File: src/rtl/csr_trap_pkg.sv
// Shared types and constants for the MEM-stage trap sequencer.
// Exception codes, FSM encoding and the selected-trap bundle.
package csr_trap_pkg;

  localparam int TRAP_ECODE_W = 7;

  typedef enum logic [1:0] {
    IDLE  = 2'd0,
    TRAP  = 2'd1,
    DRAIN = 2'd2
  } trap_state_t;

  localparam logic [6:0] EC_INT  = 7'h00;
  localparam logic [6:0] EC_ADEF = 7'h08;
  localparam logic [6:0] EC_ALE  = 7'h09;
  localparam logic [6:0] EC_SYS  = 7'h0B;
  localparam logic [6:0] EC_BRK  = 7'h0C;
  localparam logic [6:0] EC_INE  = 7'h0D;
  localparam logic [6:0] EC_IPE  = 7'h0E;

  typedef struct packed {
    logic [TRAP_ECODE_W-1:0] ecode;
    logic [31:0]             badv;
    logic                    badv_we;
    logic [31:0]             era;
    logic                    is_int;
    logic                    is_ertn;
  } trap_req_t;

endpackage

File: src/rtl/csr_trap_sequencer_sel.sv
// Combinational priority select among interrupt, A/B exceptions
// and ertn; also produces the B write-back kill.
import csr_trap_pkg::*;

module trap_priority_sel #(
  parameter int ECODE_INT = 0
) (
  input  logic                    idle,
  input  logic                    a_valid,
  input  logic                    b_valid,
  input  logic                    a_exc,
  input  logic                    b_exc,
  input  logic [TRAP_ECODE_W-1:0] a_ecode,
  input  logic [TRAP_ECODE_W-1:0] b_ecode,
  input  logic                    a_badv_we,
  input  logic                    b_badv_we,
  input  logic [31:0]             a_badv,
  input  logic [31:0]             b_badv,
  input  logic [31:0]             a_pc,
  input  logic [31:0]             b_pc,
  input  logic                    b_ertn,
  input  logic                    int_req,
  input  logic                    int_pending,
  output trap_req_t               req,
  output logic                    req_valid,
  output logic                    kill_b
);

  logic any_int;
  logic a_trap;
  logic int_hit;
  logic a_hit;
  logic b_hit;
  logic ertn_hit;

  // One-hot hit terms; lower priorities are masked by higher ones
  always_comb begin
    any_int  = int_req | int_pending;
    a_trap   = a_valid & a_exc;
    int_hit  = any_int & (a_valid | b_valid);
    a_hit    = ~int_hit & a_trap;
    b_hit    = ~int_hit & ~a_trap & b_valid & b_exc;
    ertn_hit = ~int_hit & ~a_trap & b_valid & b_ertn & ~b_exc;
  end

  // Build the trap bundle for the winning source
  always_comb begin
    req = '0;
    unique case (1'b1)
      int_hit: begin
        req.ecode  = TRAP_ECODE_W'(ECODE_INT);
        req.era    = a_valid ? a_pc : b_pc;
        req.is_int = 1'b1;
      end
      a_hit: begin
        req.ecode   = a_ecode;
        req.badv    = a_badv;
        req.badv_we = a_badv_we;
        req.era     = a_pc;
      end
      b_hit: begin
        req.ecode   = b_ecode;
        req.badv    = b_badv;
        req.badv_we = b_badv_we;
        req.era     = b_pc;
      end
      ertn_hit: begin
        req.is_ertn = 1'b1;
      end
      default: req = '0;
    endcase
  end

  // Inputs only matter while the sequencer is idle
  always_comb begin
    req_valid = idle & (int_hit | a_hit | b_hit | ertn_hit);
    kill_b    = idle & a_valid & (a_exc | any_int);
  end

endmodule

File: src/rtl/csr_trap_sequencer.sv
// MEM-stage trap sequencer: captures one trap, emits the CSR
// commit and flush for a cycle, then drains before re-arming.
import csr_trap_pkg::*;

module csr_trap_sequencer #(
  parameter int ECODE_W   = 7,
  parameter int DRAIN_CYC = 2,
  parameter int ECODE_INT = 0
) (
  input  logic               clk,
  input  logic               rstn,
  input  logic               stall,
  input  logic               mem_a_valid,
  input  logic               mem_b_valid,
  input  logic               mem_a_exc,
  input  logic               mem_b_exc,
  input  logic [ECODE_W-1:0] mem_a_ecode,
  input  logic [ECODE_W-1:0] mem_b_ecode,
  input  logic               mem_a_badv_we,
  input  logic               mem_b_badv_we,
  input  logic [31:0]        mem_a_badv,
  input  logic [31:0]        mem_b_badv,
  input  logic [31:0]        mem_a_pc,
  input  logic [31:0]        mem_b_pc,
  input  logic               mem_b_ertn,
  input  logic               int_req,
  input  logic [31:0]        csr_eentry,
  input  logic [31:0]        csr_era,
  output logic               kill_b,
  output logic [ECODE_W-1:0] trap_ecode,
  output logic               trap_ecode_we,
  output logic [31:0]        trap_badv,
  output logic               trap_badv_we,
  output logic [31:0]        trap_era,
  output logic               trap_era_we,
  output logic               store_state,
  output logic               restore_state,
  output logic               flush,
  output logic [31:0]        flush_pc,
  output logic               int_pending,
  output logic               busy
);

  trap_state_t state;
  trap_state_t state_nxt;
  logic [2:0]  drain_cnt;
  logic        idle;
  logic        cap;
  logic        req_valid;
  trap_req_t   req;

  trap_priority_sel #(
    .ECODE_INT (ECODE_INT)
  ) u_sel (
    .idle        (idle),
    .a_valid     (mem_a_valid),
    .b_valid     (mem_b_valid),
    .a_exc       (mem_a_exc),
    .b_exc       (mem_b_exc),
    .a_ecode     (TRAP_ECODE_W'(mem_a_ecode)),
    .b_ecode     (TRAP_ECODE_W'(mem_b_ecode)),
    .a_badv_we   (mem_a_badv_we),
    .b_badv_we   (mem_b_badv_we),
    .a_badv      (mem_a_badv),
    .b_badv      (mem_b_badv),
    .a_pc        (mem_a_pc),
    .b_pc        (mem_b_pc),
    .b_ertn      (mem_b_ertn),
    .int_req     (int_req),
    .int_pending (int_pending),
    .req         (req),
    .req_valid   (req_valid),
    .kill_b      (kill_b)
  );

  assign cap = req_valid & ~stall;

  // State register
  always_ff @(posedge clk) begin
    if (!rstn) state <= IDLE;
    else       state <= state_nxt;
  end

  // Next state: stall never holds TRAP or DRAIN
  always_comb begin
    state_nxt = state;
    unique case (state)
      IDLE:    if (cap) state_nxt = TRAP;
      TRAP:    state_nxt = DRAIN;
      DRAIN:   if (drain_cnt == 3'd0) state_nxt = IDLE;
      default: state_nxt = IDLE;
    endcase
  end

  // Status outputs decoded from state
  always_comb begin
    idle = (state == IDLE);
    busy = ~idle;
  end

  // Drain counter, loaded on leaving TRAP
  always_ff @(posedge clk) begin
    if (!rstn)
      drain_cnt <= 3'd0;
    else if (state == TRAP)
      drain_cnt <= 3'(DRAIN_CYC - 1);
    else if (state == DRAIN && drain_cnt != 3'd0)
      drain_cnt <= drain_cnt - 3'd1;
  end

  // Sticky interrupt request, dropped only when taken
  always_ff @(posedge clk) begin
    if (!rstn)
      int_pending <= 1'b0;
    else if (cap & req.is_int)
      int_pending <= 1'b0;
    else if (int_req)
      int_pending <= 1'b1;
  end

  // One-cycle trap commit toward the MEM->WB CSR register
  always_ff @(posedge clk) begin
    if (!rstn || !cap) begin
      trap_ecode    <= '0;
      trap_ecode_we <= 1'b0;
      trap_badv     <= '0;
      trap_badv_we  <= 1'b0;
      trap_era      <= '0;
      trap_era_we   <= 1'b0;
      store_state   <= 1'b0;
      restore_state <= 1'b0;
      flush         <= 1'b0;
      flush_pc      <= '0;
    end else begin
      trap_ecode    <= ECODE_W'(req.ecode);
      trap_ecode_we <= ~req.is_ertn;
      trap_badv     <= req.badv;
      trap_badv_we  <= req.badv_we;
      trap_era      <= req.era;
      trap_era_we   <= ~req.is_ertn;
      store_state   <= ~req.is_ertn;
      restore_state <= req.is_ertn;
      flush         <= 1'b1;
      flush_pc      <= req.is_ertn ? csr_era : csr_eentry;
    end
  end

endmodule

File: config.mk
export PLATFORM = sky130hd
export DESIGN_NAME = csr_trap_sequencer
export DESIGN_NICKNAME = d
export VERILOG_FILES = /design/src/rtl/csr_trap_pkg.sv /design/src/rtl/csr_trap_sequencer_sel.sv /design/src/rtl/csr_trap_sequencer.sv
export SDC_FILE = /design/constraint.sdc
export NUM_CORES = 1
export LEC_CHECK = 0
export ABC_CLOCK_PERIOD_IN_PS = 1400
export BUFFER_PORTS_ARGS = -buffer_cell sky130_fd_sc_hd__buf_2
export CAP_MARGIN = 20
export CORE_AREA = 5 5 125 127
export DETAILED_ROUTE_END_ITERATION = 8
export DIE_AREA = 0 0 130 132
export PLACE_DENSITY = 0.71
export RECOVER_POWER = 100
export SYNTH_ARGS = -nofsm -noshare
export SYNTH_HDL_FRONTEND = slang
export SYNTH_SLANG_ARGS = --single-unit
File: constraint.sdc
create_clock -name clk -period 1.4 [get_ports clk]
set_input_delay 0.21 -clock clk [delete_from_list [all_inputs] [get_ports clk]]
set_output_delay 0.21 -clock clk [all_outputs]
set_load 0.05 [all_outputs]
### After elaboration in Yosys (flattened, before gate mapping)

Cells that the tools add are included.
Widths: inputs -> output; s select.

* add/subtract/negate cells: 1
* multiply operators: 0
* div/mod/pow operators: 0
* magnitude comparators: 0
* equal/unequal tests: 4
* shift-type cells: 0
* muxes and demuxes: 13
* bitwise gates (word level): 26
* reduce and logical (&&, ||, !) cells: 11

Operators with widths (count)
* $pmux 32 s3: 1
* $pmux 33 s2: 1
* $mux 32: 2
* $pmux 7 s2: 1
* $and 1x1->1: 13
* $not 1->1: 7
* $or 1x1->1: 6
* $pmux 2 s3: 1
* $mux 1: 5
* $mux 2: 2
* $ne 2x2->1 const B: 2
* $reduce_or 2->1: 2
* $logic_not 3->1: 1
* $reduce_bool 3->1: 1
* $sub 3x1->3 const B: 1
* $eq 2x1->1 const B: 1
* $eq 2x2->1 const B: 1
* $logic_not 1->1: 2
* $logic_not 2->1: 1
* $reduce_and 2->1: 1
* $reduce_bool 2->1: 1
* $logic_and 1x1->1: 1
* $logic_or 1x1->1: 1

* register bits: 113
* latch bits: 0
* RAM bits: 0
* memory bits (read-only): 0
* bits of input ports: 217
* output and inout port bits: 112
* logic and storage cells: 67
* memories: 0

### Logic depth before layout (Yosys ltp)

* depth in word-level cells: 13
* gate-level depth with buffers: 7

### Cells and area by module

From an unflattened synthesis, not the netlist that was laid out.

* cell total of the unflattened synthesis: 539
* area total of the unflattened synthesis: 5393.9 um2

Modules (own cells, without submodules)
* csr_trap_sequencer: times used 1, cells each 306, area each 3512.1 um2, sequential area each 2262.2 um2
* trap_priority_sel: times used 1, cells each 233, area each 1881.8 um2, sequential area each 0.0 um2

### Worst setup path before layout

No wires, ideal clock.

* path type: register to output
* from: register int_pending
* to: output kill_b
* arrival time: 2.024 ns
* required time: 1.190 ns
* setup slack: -0.834 ns
* cell stages (with the launch flop): 4
* path buffers: 1
* path through: dfxtp_1 > o31a_1 > clkbuf_1 > nor2b_1

* longest elaborated chain between the ends: 3

RTL lines
* from (decl): RTL line csr_trap_sequencer.sv:40 `output logic int_pending,`
* from (signal assigned): RTL line csr_trap_sequencer.sv:114 `int_pending <= 1'b0;`
* from (signal assigned): RTL line csr_trap_sequencer.sv:116 `int_pending <= 1'b0;`
* from (signal assigned): RTL line csr_trap_sequencer.sv:118 `int_pending <= 1'b1;`
* $or 1x1->1: RTL line csr_trap_sequencer_sel.sv:38 `any_int = int_req | int_pending;`
* $or 1x1->1: RTL line csr_trap_sequencer_sel.sv:77 `kill_b = idle & a_valid & (a_exc | any_int);`
* $and 1x1->1: RTL line csr_trap_sequencer_sel.sv:77
* to (decl): RTL line csr_trap_sequencer.sv:29 `output logic kill_b,`

No other way between the ends.

### Worst setup path after layout

Same ends and word-level chain as after synthesis.

==> flow_summary.json <==
{
  "worst_pin_slew_ns": 0.378,
  "ys_warn_count": 0,
  "worstRegToRegCells": 7,
  "hpwl_um": 10800,
  "viasPerCell": 4.59,
  "tns_ns": -16.04,
  "synth-xor-area-share_pct": 0,
  "synth_commonest_cells": "dfxtp_1 (113), nor2_1 (78), a22oi_1 (72), a22o_1 (32), clkbuf_1 (18)",
  "synth_top_family_by_area": "compound AO/OA/AOI/OAI gates",
  "nets": 988,
  "dr.pass1.iters": 4,
  "gr-total-overflow": 0,
  "crit_path_end": "kill_b",
  "rsz0062_at_grt": "yes",
  "fin_crit_ns": 1.65,
  "power_frac_seq_pct": 35.5,
  "path_max_fanout": 3,
  "grtUsageMet3_pct": 7.62,
  "cpLargestDelayFamily": "flip-flops",
  "cp_num_buf_inv": 2,
  "setup_viol": 110,
  "cp.arrival_ns": 1.44,
  "fmax_ghz": 0.605,
  "ys_seq_elements": 113,
  "required_ns": 1.19,
  "die_area_mm2": 0.0172,
  "synth_top_cell_area_share_pct": 59.7,
  "p_comb_share_pct": 17.9,
  "antenna_found_initial": 0,
  "power.internal_w": 0.00697,
  "cts.sinks": 113,
  "relSlewSlack_pct": 74.8,
  "cts-root-buf": "clkbuf_16",
  "cts_buffer_depth": 2,
  "drcViolationCount": 0,
  "synthAdderAreaFrac_pct": 0.661,
  "synthCells": 367,
  "die_h_um": 132,
  "synth_area_leader_cell": "dfxtp_1",
  "drv_cap": 0,
  "timing_worst_setup_path_type": "flip-flop to output pin",
  "row_count": 44,
  "slowest_stage": "dfxtp_4",
  "reg2reg_slack_ns": -0.25,
  "finalHoldViolCount": 0,
  "violations": "setup timing",
  "switchingPower_w": 0.00248,
  "cts_tree": "yes",
  "grt_first_pass_wirelength_um": 22300,
  "layout-drive-gt1-share_pct": 62.0,
  "cp-end-kind": "output pin",
  "top_usage_layer": "met2",
  "holdWs_ns": 0.0241,
  "r2r_end": "trap_badv[30]$_SDFF_PP0_",
  "synth_ff_type": "dfxtp_1",
  "synth_most_common_cell": "dfxtp_1",
  "num_vias": 4438,
  "drtIter0Drc": 205,
  "startpoint_type": "flip-flop",
  "area_growth_pct": 102,
  "finish.instance_area_mm2": 0.00764,
  "path_depth": 4,
  "cp_cell_sequence": "o31a_1 -> buf_12 -> nor2b_4 -> buf_6",
  "diodes": 0,
  "ant_nets": 0,
  "grt.met2_usage_pct": 28.5,
  "pwr-share-clk_pct": 46.6,
  "routabilityCongestion": 0.828,
  "synth_compound_area_share_pct": 23.7,
  "cpPeakStageDelay_ns": 0.34,
  "io_pins": 329,
  "setup_slack_ns": -0.254,
  "leakagePower_nw": 3.53,
  "synth_seq_area_share_pct": 59.7,
  "synth_area_leaders": "dfxtp_1 (60%), a22oi_1 (14%), nor2_1 (7.7%), a22o_1 (7.4%), clkbuf_1 (1.8%)",
  "powerDensity_mw_per_mm2": 1240,
  "initial_core_util_pct": 26.5,
  "sw_frac_of_total_pct": 26.3,
  "insertion_delay_ns": 0.41,
  "synth_edf_count": 0,
  "numCtsBuffers": 17,
  "synth_mux_area_share_pct": 0.264,
  "syn_nets": 586,
  "synth-async-reset-ratio_pct": 0,
  "peakVddDrop_mv": 0.706,
  "finalCritPeriodShare_pct": 118,
  "status": "complete, but fails checks",
  "synth_area_per_cell_um2": 10.3,
  "holdCritPathClass": "primary input to flip-flop",
  "use_met1_pct": 17.9,
  "skew_ns": 0.00441,
  "io_buffers": 328,
  "syn_area_mm2": 0.00379,
  "clk_pin_slew_ns": 0.05,
  "coreArea_mm2": 0.0143,
  "grt_max_degree": 42,
  "die_w_um": 130,
  "ys_types": 30,
  "maxSlewViolCount": 0,
  "grt_usage_pct": 16.8,
  "grt_pass1_vias": 4485,
  "drt-total-wl_um": 16300,
  "wl_per_cell_um": 16.9,
  "cp-startpoint": "int_pending$_SDFFE_PP0P_",
  "dpl_cell_area_mm2": 0.00588,
  "post-route-util_pct": 53.4,
  "r2r_start": "int_pending$_SDFFE_PP0P_",
  "htree_levels": 4,
  "synth-simple-area-share_pct": 10.5
}
## repair_timing
item | CTS | global route
buffers inserted | 7 | 3
pin swaps | 16 | 10
hold endpoints to repair | 24 | 2
gates resized for setup | 41 | 88
gates cloned | 3 | 11
hold buffers | 34 | 2
endpoints found under the setup margin | 91 | 113
## power groups by stage
stage | Sequential [W] | Clock, W | Combinational (W)
2_1_floorplan | 0.00374 | 0 | 0.000379
3_3_place_gp | 0.00341 | 0 | 0.00130
3_5_place_dp | 0.00342 | 0 | 0.00131
4_1_cts | 0.00335 | 0.00452 | 0.00150
5_1_grt | 0.00336 | 0.00468 | 0.00179
6_report | 0.00335 | 0.00441 | 0.00169
## logic make-up (layout without fill, tap and decap cells)
| kind of cell | count (synthesis) | count (layout) |
|---|---|---|
| DFF | 113 | 113 |
| buffers and inverters | 40 | 455 |
| and+or+nand+nor | 95 | 95 |
| adders and majority gates | 2 | 2 |
| muxes | 1 | 1 |
| AOI/OAI and AO/OA | 116 | 116 |
## state kept, by name, indices dropped and copies added, names as in the netlist
signal,cells
flush_pc,32
trap_badv,32
trap_era,32
trap_ecode,7
drain_cnt,3
state,2
flush,1
int_pending,1
restore_state,1
store_state,1
trap_badv_we,1
## cell usage in the layout (no fill, tap or decap), types with 4 or more instances in the layout
cell / instances
buf_2: 217
dfxtp_1: 111
clkbuf_2: 109
a22oi_1: 48
nor2_1: 42
dlygate4sd3_1: 36
a22o_1: 32
nor2_4: 27
clkbuf_16: 25
a22oi_2: 24
buf_4: 19
nor2_2: 10
buf_12: 10
buf_6: 8
inv_1: 6
buf_8: 6
nand2_1: 4
clkinv_2: 4
clkinvlp_4: 4
## layout make-up
type                       count  area (µm²)
clock inverter                13         158
tap                          184         230
sequential                   113        2270
fill                        1248        6670
timing repair buffer         414        2750
clock buffer                  19         454
inverter                       9        33.8
multi-input combinational    214        1750
## stage by stage
| stage | total power (W) | instances | setup slack, ns |
|---|---|---|---|
| detailed placement | 0.00472 | 877 | -0.278 |
| CTS | 0.00937 | 953 | -0.290 |
| global route | 0.00983 | 966 | -0.316 |
| global placement | 0.00471 | 877 | -0.212 |
| floorplan | 0.00412 | 367 | -0.124 |
| finish | 0.00945 | 966 | -0.254 |
## layer usage
| metal | vias up | wire length [µm] |
|---|---|---|
| met5 | - | 0 |
| met4 | 0 | 414 |
| met3 | 27 | 1760 |
| met2 | 247 | 8230 |
| met1 | 2038 | 5940 |
| li1 | 2126 | - |
## worst min-delay path by stage
| stage | from | end | slack (ns) | cells past startpoint |
|---|---|---|---|---|
| after detailed placement | csr_era[25] | flush_pc[25]$_SDFF_PP0_ | 0.42 | 2 |
| after CTS | csr_era[27] | flush_pc[27]$_SDFF_PP0_ | 0.0004 | 2 |
| after global routing | csr_era[5] | flush_pc[5]$_SDFF_PP0_ | 0.002 | 2 |
| after floorplan | csr_era[0] | flush_pc[0]$_SDFF_PP0_ | 0.34 | 1 |
| final | csr_era[27] | flush_pc[27]$_SDFF_PP0_ | 0.02 | 2 |
| after global placement | csr_era[17] | flush_pc[17]$_SDFF_PP0_ | 0.42 | 2 |
Power figures use the tool's default switching activity.
